### src/rtl/pram_ctrl_if.sv
// Bus bundle between the loader/fetch requesters, the program RAM and pram_ctrl.
// The master side drives requests and mem_rdata; the controller is the slave.
interface pram_ctrl_if #(
    parameter int AW = 9,
    parameter int DW = 8
);
    logic          ld_req;
    logic [AW-1:0] ld_addr;
    logic [DW-1:0] ld_data;
    logic          ld_ack;
    logic          f_req;
    logic [AW-1:0] f_addr;
    logic          f_busy;
    logic          f_valid;
    logic [DW-1:0] f_b0;
    logic [DW-1:0] f_b1;
    logic [DW-1:0] f_b2;
    logic          mem_we;
    logic [AW-1:0] mem_addr;
    logic [DW-1:0] mem_wdata;
    logic [DW-1:0] mem_rdata;

    modport master (
        output ld_req, ld_addr, ld_data, f_req, f_addr, mem_rdata,
        input  ld_ack, f_busy, f_valid, f_b0, f_b1, f_b2,
               mem_we, mem_addr, mem_wdata
    );

    modport slave (
        input  ld_req, ld_addr, ld_data, f_req, f_addr, mem_rdata,
        output ld_ack, f_busy, f_valid, f_b0, f_b1, f_b2,
               mem_we, mem_addr, mem_wdata
    );
endinterface

### src/rtl/pram_ctrl.sv
// Program RAM port sequencer/arbiter: single-byte loader writes, 3-byte fetch reads.
// PRAM_CTRL_RR_EN selects round-robin arbitration instead of fixed loader priority.
module pram_ctrl #(
    parameter int AW = 9,
    parameter int DW = 8
) (
    input  logic        clk,
    input  logic        rst,
    pram_ctrl_if.slave  bus
);
    typedef enum logic [2:0] {
        IDLE,
        WRITE,
        RD1,
        RD2,
        RD3,
        DONE
    } state_t;

    state_t        state;
    logic [AW-1:0] a;
    logic          grant_ld;
    logic          grant_f;

`ifdef PRAM_CTRL_RR_EN
    // last_ld = 1 after a write grant; 0 (fetch) out of reset so the loader wins first
    logic last_ld;

    always_comb begin
        grant_ld = bus.ld_req && (!bus.f_req || !last_ld);
        grant_f  = bus.f_req && !grant_ld;
    end
`else
    always_comb begin
        grant_ld = bus.ld_req;
        grant_f  = bus.f_req && !bus.ld_req;
    end
`endif

    always_ff @(posedge clk) begin
        if (rst) begin
            state         <= IDLE;
            a             <= '0;
            bus.ld_ack    <= 1'b0;
            bus.f_busy    <= 1'b0;
            bus.f_valid   <= 1'b0;
            bus.f_b0      <= '0;
            bus.f_b1      <= '0;
            bus.f_b2      <= '0;
            bus.mem_we    <= 1'b0;
            bus.mem_addr  <= '0;
            bus.mem_wdata <= '0;
`ifdef PRAM_CTRL_RR_EN
            last_ld       <= 1'b0;
`endif
        end else begin
            bus.ld_ack  <= 1'b0;
            bus.f_valid <= 1'b0;
            case (state)
                IDLE: begin
                    bus.f_busy <= grant_f;
                    if (grant_ld) begin
                        bus.mem_we    <= 1'b1;
                        bus.mem_addr  <= bus.ld_addr;
                        bus.mem_wdata <= bus.ld_data;
                        bus.ld_ack    <= 1'b1;
                        state         <= WRITE;
`ifdef PRAM_CTRL_RR_EN
                        last_ld       <= 1'b1;
`endif
                    end else if (grant_f) begin
                        a            <= bus.f_addr;
                        bus.mem_addr <= bus.f_addr;
                        state        <= RD1;
`ifdef PRAM_CTRL_RR_EN
                        last_ld      <= 1'b0;
`endif
                    end
                end
                WRITE: begin
                    bus.mem_we <= 1'b0;
                    state      <= IDLE;
                end
                RD1: begin
                    bus.mem_addr <= a + AW'(1);
                    state        <= RD2;
                end
                // Read data lags the registered address by one cycle, so each
                // capture takes the byte addressed two states earlier.
                RD2: begin
                    bus.f_b0     <= bus.mem_rdata;
                    bus.mem_addr <= a + AW'(2);
                    state        <= RD3;
                end
                RD3: begin
                    bus.f_b1 <= bus.mem_rdata;
                    state    <= DONE;
                end
                DONE: begin
                    bus.f_b2    <= bus.mem_rdata;
                    bus.f_valid <= 1'b1;
                    state       <= IDLE;
                end
                default: begin
                    bus.mem_we <= 1'b0;
                    bus.f_busy <= 1'b0;
                    state      <= IDLE;
                end
            endcase
        end
    end
endmodule

### src/flat_wrapper.sv
// flat-port wrapper written by rule: the top's interface ports become plain ports
module pram_ctrl_flat 
#(
    parameter int AW = 9,
    parameter int DW = 8
)
  (clk, rst, bus_ld_req, bus_ld_addr, bus_ld_data, bus_f_req, bus_f_addr, bus_mem_rdata, bus_ld_ack, bus_f_busy, bus_f_valid, bus_f_b0, bus_f_b1, bus_f_b2, bus_mem_we, bus_mem_addr, bus_mem_wdata);
  pram_ctrl_if #(.AW(AW), .DW(DW)) bus_i ();
  input  logic clk;
  input  logic rst;
  input wire logic [$bits(bus_i.ld_req)-1:0] bus_ld_req;
  input wire logic [$bits(bus_i.ld_addr)-1:0] bus_ld_addr;
  input wire logic [$bits(bus_i.ld_data)-1:0] bus_ld_data;
  input wire logic [$bits(bus_i.f_req)-1:0] bus_f_req;
  input wire logic [$bits(bus_i.f_addr)-1:0] bus_f_addr;
  input wire logic [$bits(bus_i.mem_rdata)-1:0] bus_mem_rdata;
  output wire logic [$bits(bus_i.ld_ack)-1:0] bus_ld_ack;
  output wire logic [$bits(bus_i.f_busy)-1:0] bus_f_busy;
  output wire logic [$bits(bus_i.f_valid)-1:0] bus_f_valid;
  output wire logic [$bits(bus_i.f_b0)-1:0] bus_f_b0;
  output wire logic [$bits(bus_i.f_b1)-1:0] bus_f_b1;
  output wire logic [$bits(bus_i.f_b2)-1:0] bus_f_b2;
  output wire logic [$bits(bus_i.mem_we)-1:0] bus_mem_we;
  output wire logic [$bits(bus_i.mem_addr)-1:0] bus_mem_addr;
  output wire logic [$bits(bus_i.mem_wdata)-1:0] bus_mem_wdata;
  assign bus_i.ld_req = bus_ld_req;
  assign bus_i.ld_addr = bus_ld_addr;
  assign bus_i.ld_data = bus_ld_data;
  assign bus_i.f_req = bus_f_req;
  assign bus_i.f_addr = bus_f_addr;
  assign bus_i.mem_rdata = bus_mem_rdata;
  assign bus_ld_ack = bus_i.ld_ack;
  assign bus_f_busy = bus_i.f_busy;
  assign bus_f_valid = bus_i.f_valid;
  assign bus_f_b0 = bus_i.f_b0;
  assign bus_f_b1 = bus_i.f_b1;
  assign bus_f_b2 = bus_i.f_b2;
  assign bus_mem_we = bus_i.mem_we;
  assign bus_mem_addr = bus_i.mem_addr;
  assign bus_mem_wdata = bus_i.mem_wdata;
  pram_ctrl #(.AW(AW), .DW(DW)) u_core (.clk(clk), .rst(rst), .bus(bus_i));
endmodule
### config.mk
export PLATFORM = sky130hd
export DESIGN_NAME = pram_ctrl_flat
export DESIGN_NICKNAME = d
export VERILOG_FILES = /design/src/rtl/pram_ctrl_if.sv /design/src/rtl/pram_ctrl.sv /design/src/flat_wrapper.sv
export SDC_FILE = /design/constraint.sdc
export NUM_CORES = 1
export LEC_CHECK = 0
export BUFFER_PORTS_ARGS = -buffer_cell sky130_fd_sc_hd__buf_4
export CORE_MARGIN = 8
export CORE_UTILIZATION = 40
export DETAILED_ROUTE_END_ITERATION = 12
export MAX_ROUTING_LAYER = met4
export PLACE_DENSITY_LB_ADDON = 0.08
export SYNTH_ARGS = -nofsm -noshare
export SYNTH_HDL_FRONTEND = slang
export SYNTH_SLANG_ARGS = --single-unit
### constraint.sdc
create_clock -name clk -period 2 [get_ports clk]
set_input_delay 0.2 -clock clk [delete_from_list [all_inputs] [get_ports clk]]
set_output_delay 0.2 -clock clk [all_outputs]
set_load 0.1 [all_outputs]
# [Yosys cells after proc, flatten, opt, wreduce, memory -nomap -nowiden]
# Index checks and enable logic that the tools add are counted.
# Widths: inputs -> output; s select.
[word_totals] register_bits=57 in_bits=38 output_inout_bits=45 wordCells=45
[op_classes] addsub=2 n_eq_ne=7 n_mux=11 bitwise_logic=3 n_reduce_logical=11
[op_table] cell="$pmux 9 s3" n=1
[op_table] cell="$mux 9" n=2
[op_table] cell="$pmux 3 s4" n=1
[op_table] cell="$add 9x1->9 const B" n=1
[op_table] cell="$add 9x2->9 const B" n=1
[op_table] cell="$eq 3x2->1 const B" n=2
[op_table] cell="$eq 3x3->1 const B" n=2
[op_table] cell="$mux 3" n=2
[op_table] cell="$reduce_and 2->1" n=3
[op_table] cell="$reduce_or 5->1" n=1
[op_table] cell="$pmux 1 s2" n=2
[op_table] cell="$reduce_or 4->1" n=1
[op_table] cell="$eq 3x1->1 const B" n=1
[op_table] cell="$logic_not 3->1" n=1
[op_table] cell="$mux 1" n=3
[op_table] cell="$ne 3x2->1 const B" n=1
[op_table] cell="$not 1->1" n=3
[op_table] cell="$reduce_and 3->1" n=1
[op_table] cell="$reduce_bool 3->1" n=1
[op_table] cell="$ne 2x2->1 const B" n=1
[op_table] cell="$reduce_or 2->1" n=1
[op_table] cell="$logic_and 1x1->1" n=1
[op_table] cell="$logic_not 1->1" n=1

# [Depth between registers and ports, before layout]
[logic_depth] word_depth=5 depth_mapped=6 ltp_nobuf=5

# [Least setup slack after synthesis]
# No wires, ideal clock.
[synth_timing] kind="reg2reg" startpoint="register u_core.bus.mem_addr[6] (netlist name)" endpoint="register u_core.bus.mem_addr[6] in the netlist's numbering" setup_time_ps=112 arrival_time_ps=1372 t_required_ps=1888 setup_slack_ps=516 path_stages_with_launch=3 n_path_buf=0 path_cell_list="dfxtp_1 -> nor2_1 -> a2111oi_1"
[synth_lines] item="end signal: assignment" line_no="pram_ctrl.sv:64" rtl="bus.mem_addr <= bus.ld_addr;"
[synth_lines] item="end signal: assignment" line_no="pram_ctrl.sv:73" rtl="bus.mem_addr <= bus.f_addr;"
[synth_lines] item="end signal: assignment" line_no="pram_ctrl.sv:85" rtl="bus.mem_addr <= a + AW'(1);"
[synth_lines] item="end: declaration" line_no="pram_ctrl_if.sv:32" rtl="mem_we, mem_addr, mem_wdata"

# [Final worst setup path]
[layout_timing] startpoint="register u_core.state[0]" endpoint="register u_core.bus.mem_addr[6] in the netlist's numbering"
[layout_via] elab_chain_len=3 word_cells_on_any_way=7 classes_between="3 x eq/ne; 1 x mux; 3 x reduce/logical"
[layout_rtl] item="start: declaration" line_no="pram_ctrl.sv:20" rtl="state_t state;"
[layout_rtl] item="start signal: assignment" line_no="pram_ctrl.sv:42" rtl="state <= IDLE;"
[layout_rtl] item="start signal: assignment" line_no="pram_ctrl.sv:67" rtl="state <= WRITE;"
[layout_rtl] item="start signal: assignment" line_no="pram_ctrl.sv:74" rtl="state <= RD1;"
[layout_rtl] item="$eq 3x2->1 / $logic_not 3->1 (equally long branches)" line_no="pram_ctrl.sv:59" rtl="case (state)"
[layout_rtl] item="$reduce_bool 3->1 (no line) / $ne 3x2->1 (equally long branches)"
[layout_rtl] item="$reduce_and 2->1 (no line)"
# Several ways; a longest one is shown, not always the timed one.
# A chain may end at the register's enable or synchronous reset.

==> out/metrics.yaml <==
detailed_routing:
  via_per_inst: 5.122
  ant_nets: 0
  vias: 2387
  wl_per_cell_um: 15.32
  drcViolationCount: 0
  first_pass_iters: 4
  dr.first_iter.drc_count: 206
  routed_wl_um: 7139
sta:
  tns_ns: 0
  rsz0062_at_grt: "no"
  final_hold_viol_count: 0
  relSlewSlack: 0.5729
  fin_skew_ns: 0.01082
  clock.fmax_ghz: 0.5929
  slew_viol_final: 0
  setup_violations: 0
  post-route-period-util: 0.8433
  fin_crit_ns: 1.687
  layout_setup_ws_ns: 0.3135
  tightest_slew_ns: 0.6373
synthesis:
  synth_fp_nets: 343
  ys_seq_elements: 57
  seq_area_frac_synth: 0.4660
  synthesis.area_sq_mm: 0.002449
  async_reset_ff_frac: 0
  synth_cell_types: 41
  synthFlopType: "dfxtp_1"
  syn_avg_cell_area_sq_um: 8.081
  synthCells: 303
  synth-edff-count: 0
  ys.warnings.count: 0
cells_and_area:
  nFillCells: 567
  drive_above_1_share: 0.2813
  final_common_cell: "buf_4"
  utilization: 0.5689
  num_antenna_cells: 0
  final_cell_mix: "buf_4, nand2_1, dfxtp_1"
  nets: 426
  areaGrowthSynthToFinish_pct: 37.56
clocking:
  h-tree-depth: 3
  clk_latency_ns: 0.33
  cts_setup_buffers: 0
  cts-root-buf: "clkbuf_8"
  cts_tree: "yes"
  numCtsBuffers: 9
  cts_hold_buf: 0
  clock_path_buffers: 2
  clock_sinks: 57
  cts_resized: 0
  clk_pin_slew_ns: 0.07
die:
  io_pins: 83
  dieWidth_um: 94.24
  rows: 28
  die_h_um: 94.24
  start_util: 0.4136
  die_area_sq_mm: 0.008881
  coreArea_sq_mm: 0.005921
setup_path:
  worst_setup_path_start_kind: "flop"
  rr_worst_depth: 4
  arrival_ns: 1.90
  crit_chain: "o21bai_1 -> a21o_1 -> a2111oi_0 -> a2111oi_1"
  r2r-start: "u_core.state[0]"
  r2r_slack_ns: 0.31
  worst_setup_path_end_kind: "flop"
  worst_path_max_delay_cell: "dfxtp_1"
  required_ns: 2.22
  r2r-end: "u_core.bus.mem_addr[6]"
  critPathKind: "flop to flop"
  worst_path_largest_cell_delay_ns: 0.56
  crit_fanout: 11
pwr:
  pwr-share-comb: 0.213
  switching_share: 0.3235
  powerDensity_mw_per_mm2: 927.4
  power.static_leakage_nw: 1.450
  clkPwrFrac: 0.392
  seqPwrFrac: 0.395
  ir_drop_mv: 0.6532
  intPower_mw: 2.113
  p_sw_mw: 1.011
min_path:
  holdCritPathClass: "primary input to flop"
  whs_path_depth: 3
  min_to: "u_core.bus.mem_wdata[6]"
  min_from: "bus_ld_data[6]"
global_route:
  grt_pass1_wl_um: 11400
  gr-total-overflow: 0
  grt_max_degree: 58
  antenna_found_initial: 0
  track_usage: 0.1667
  first_global_vias: 2317
outcome:
  outcome: "complete, no violations"
placement:
  port_buffers: 82
  dp_slack_ns: 0.3212
  hpwl_um: 5092
  gp_congestion: 0.9224
run:
  drv_cap: 0
per-stage QoR:
step | power [mW] | cell area [sq um] | std cells | hold WS (ns)
2_1_floorplan | 1.735 | 2449 | 303 | 0.2915
3_3_place_gp | 1.924 | 3141 | 450 | 0.4431
3_5_place_dp | 1.928 | 3141 | 450 | 0.4466
4_1_cts | 3.152 | 3368 | 466 | 0.09723
5_1_grt | 3.254 | 3368 | 466 | 0.1147
6_report | 3.124 | 3368 | 466 | 0.1162
worst max-delay path by stage:
stage / cells after the start / end / from
global placement: 4 / u_core.bus.mem_addr[6] / u_core.state[0]
CTS: 4 / u_core.bus.mem_addr[6] / u_core.state[0]
finish: 4 / u_core.bus.mem_addr[6] / u_core.state[0]
detailed placement: 4 / u_core.bus.mem_addr[6] / u_core.state[0]
floorplan: 2 / u_core.bus.mem_addr[6] / u_core.bus.mem_addr[6]
global route: 4 / u_core.a[8] / u_core.state[2]
power groups by stage:
stage	Sequential [mW]	Combinational [mW]	Clock (mW)
final	1.23	0.666	1.22
after detailed placement	1.26	0.669	0
after CTS	1.23	0.671	1.25
after floorplan	1.54	0.192	0
after global routing	1.24	0.707	1.31
after global placement	1.26	0.666	0
critical path, delay by kind of cell (launching register included):
kind	cells	cell delay [ns]
AOI/OAI and AO/OA	4	1.03
DFF	1	0.56
state kept, by name, indices dropped and copies added (netlist names):
| register | cells |
|---|---|
| u_core.a | 9 |
| u_core.bus.f_b0 | 8 |
| u_core.bus.f_b1 | 8 |
| u_core.bus.f_b2 | 8 |
| u_core.bus.f_busy | 1 |
| u_core.bus.f_valid | 1 |
| u_core.bus.ld_ack | 1 |
| u_core.bus.mem_addr | 9 |
| u_core.bus.mem_wdata | 8 |
| u_core.bus.mem_we | 1 |
| u_core.state | 3 |
final cells by class:
type / instances / area, sq um / share of cell area
Multi-Input combinational cell: 224 / 1215 / 0.3607
Tap cell: 75 / 93.84 / 0.02786
Clock buffer: 10 / 137.6 / 0.04086
Inverter: 4 / 15.01 / 0.004458
Sequential cell: 57 / 1141 / 0.3388
Timing Repair Buffer: 90 / 675.6 / 0.2006
Clock inverter: 6 / 90.09 / 0.02675
layer usage:
layer	track usage	routed length [um]
met5	-	0
met4	0.06737	69
met3	0.04157	500
met2	0.2260	2945
met1	0.2279	3623
Yosys cell counts, types with 2 or more instances:
master,n,area [sq um]
a2111oi_0,2,17.52
a21oi_1,44,220.2
a311oi_1,2,17.52
buf_1,3,11.26
buf_2,5,25.02
clkbuf_1,9,33.78
dfxtp_1,57,1141
ha_1,2,25.02
inv_1,2,7.510
mux2i_1,16,160.2
nand2_1,79,296.5
nand3_1,14,70.07
nor2_1,19,71.32
nor2b_1,3,18.77
nor3_1,6,30.03
nor4_1,4,25.02
o211ai_1,5,37.54
o21a_1,2,15.01
o21ai_0,3,15.01
xnor2_1,5,43.79
logic make-up after synthesis:
group | Yosys count | share of synthesized area
compound gates | 67 | 0.1645
xor+xnor | 5 | 0.01788
fa+ha+maj | 2 | 0.01022
buf+inv | 22 | 0.03781
flops | 57 | 0.4660
mux | 17 | 0.07000
simple gates | 133 | 0.2335
No activity file was read; power rests on OpenSTA's default activity.
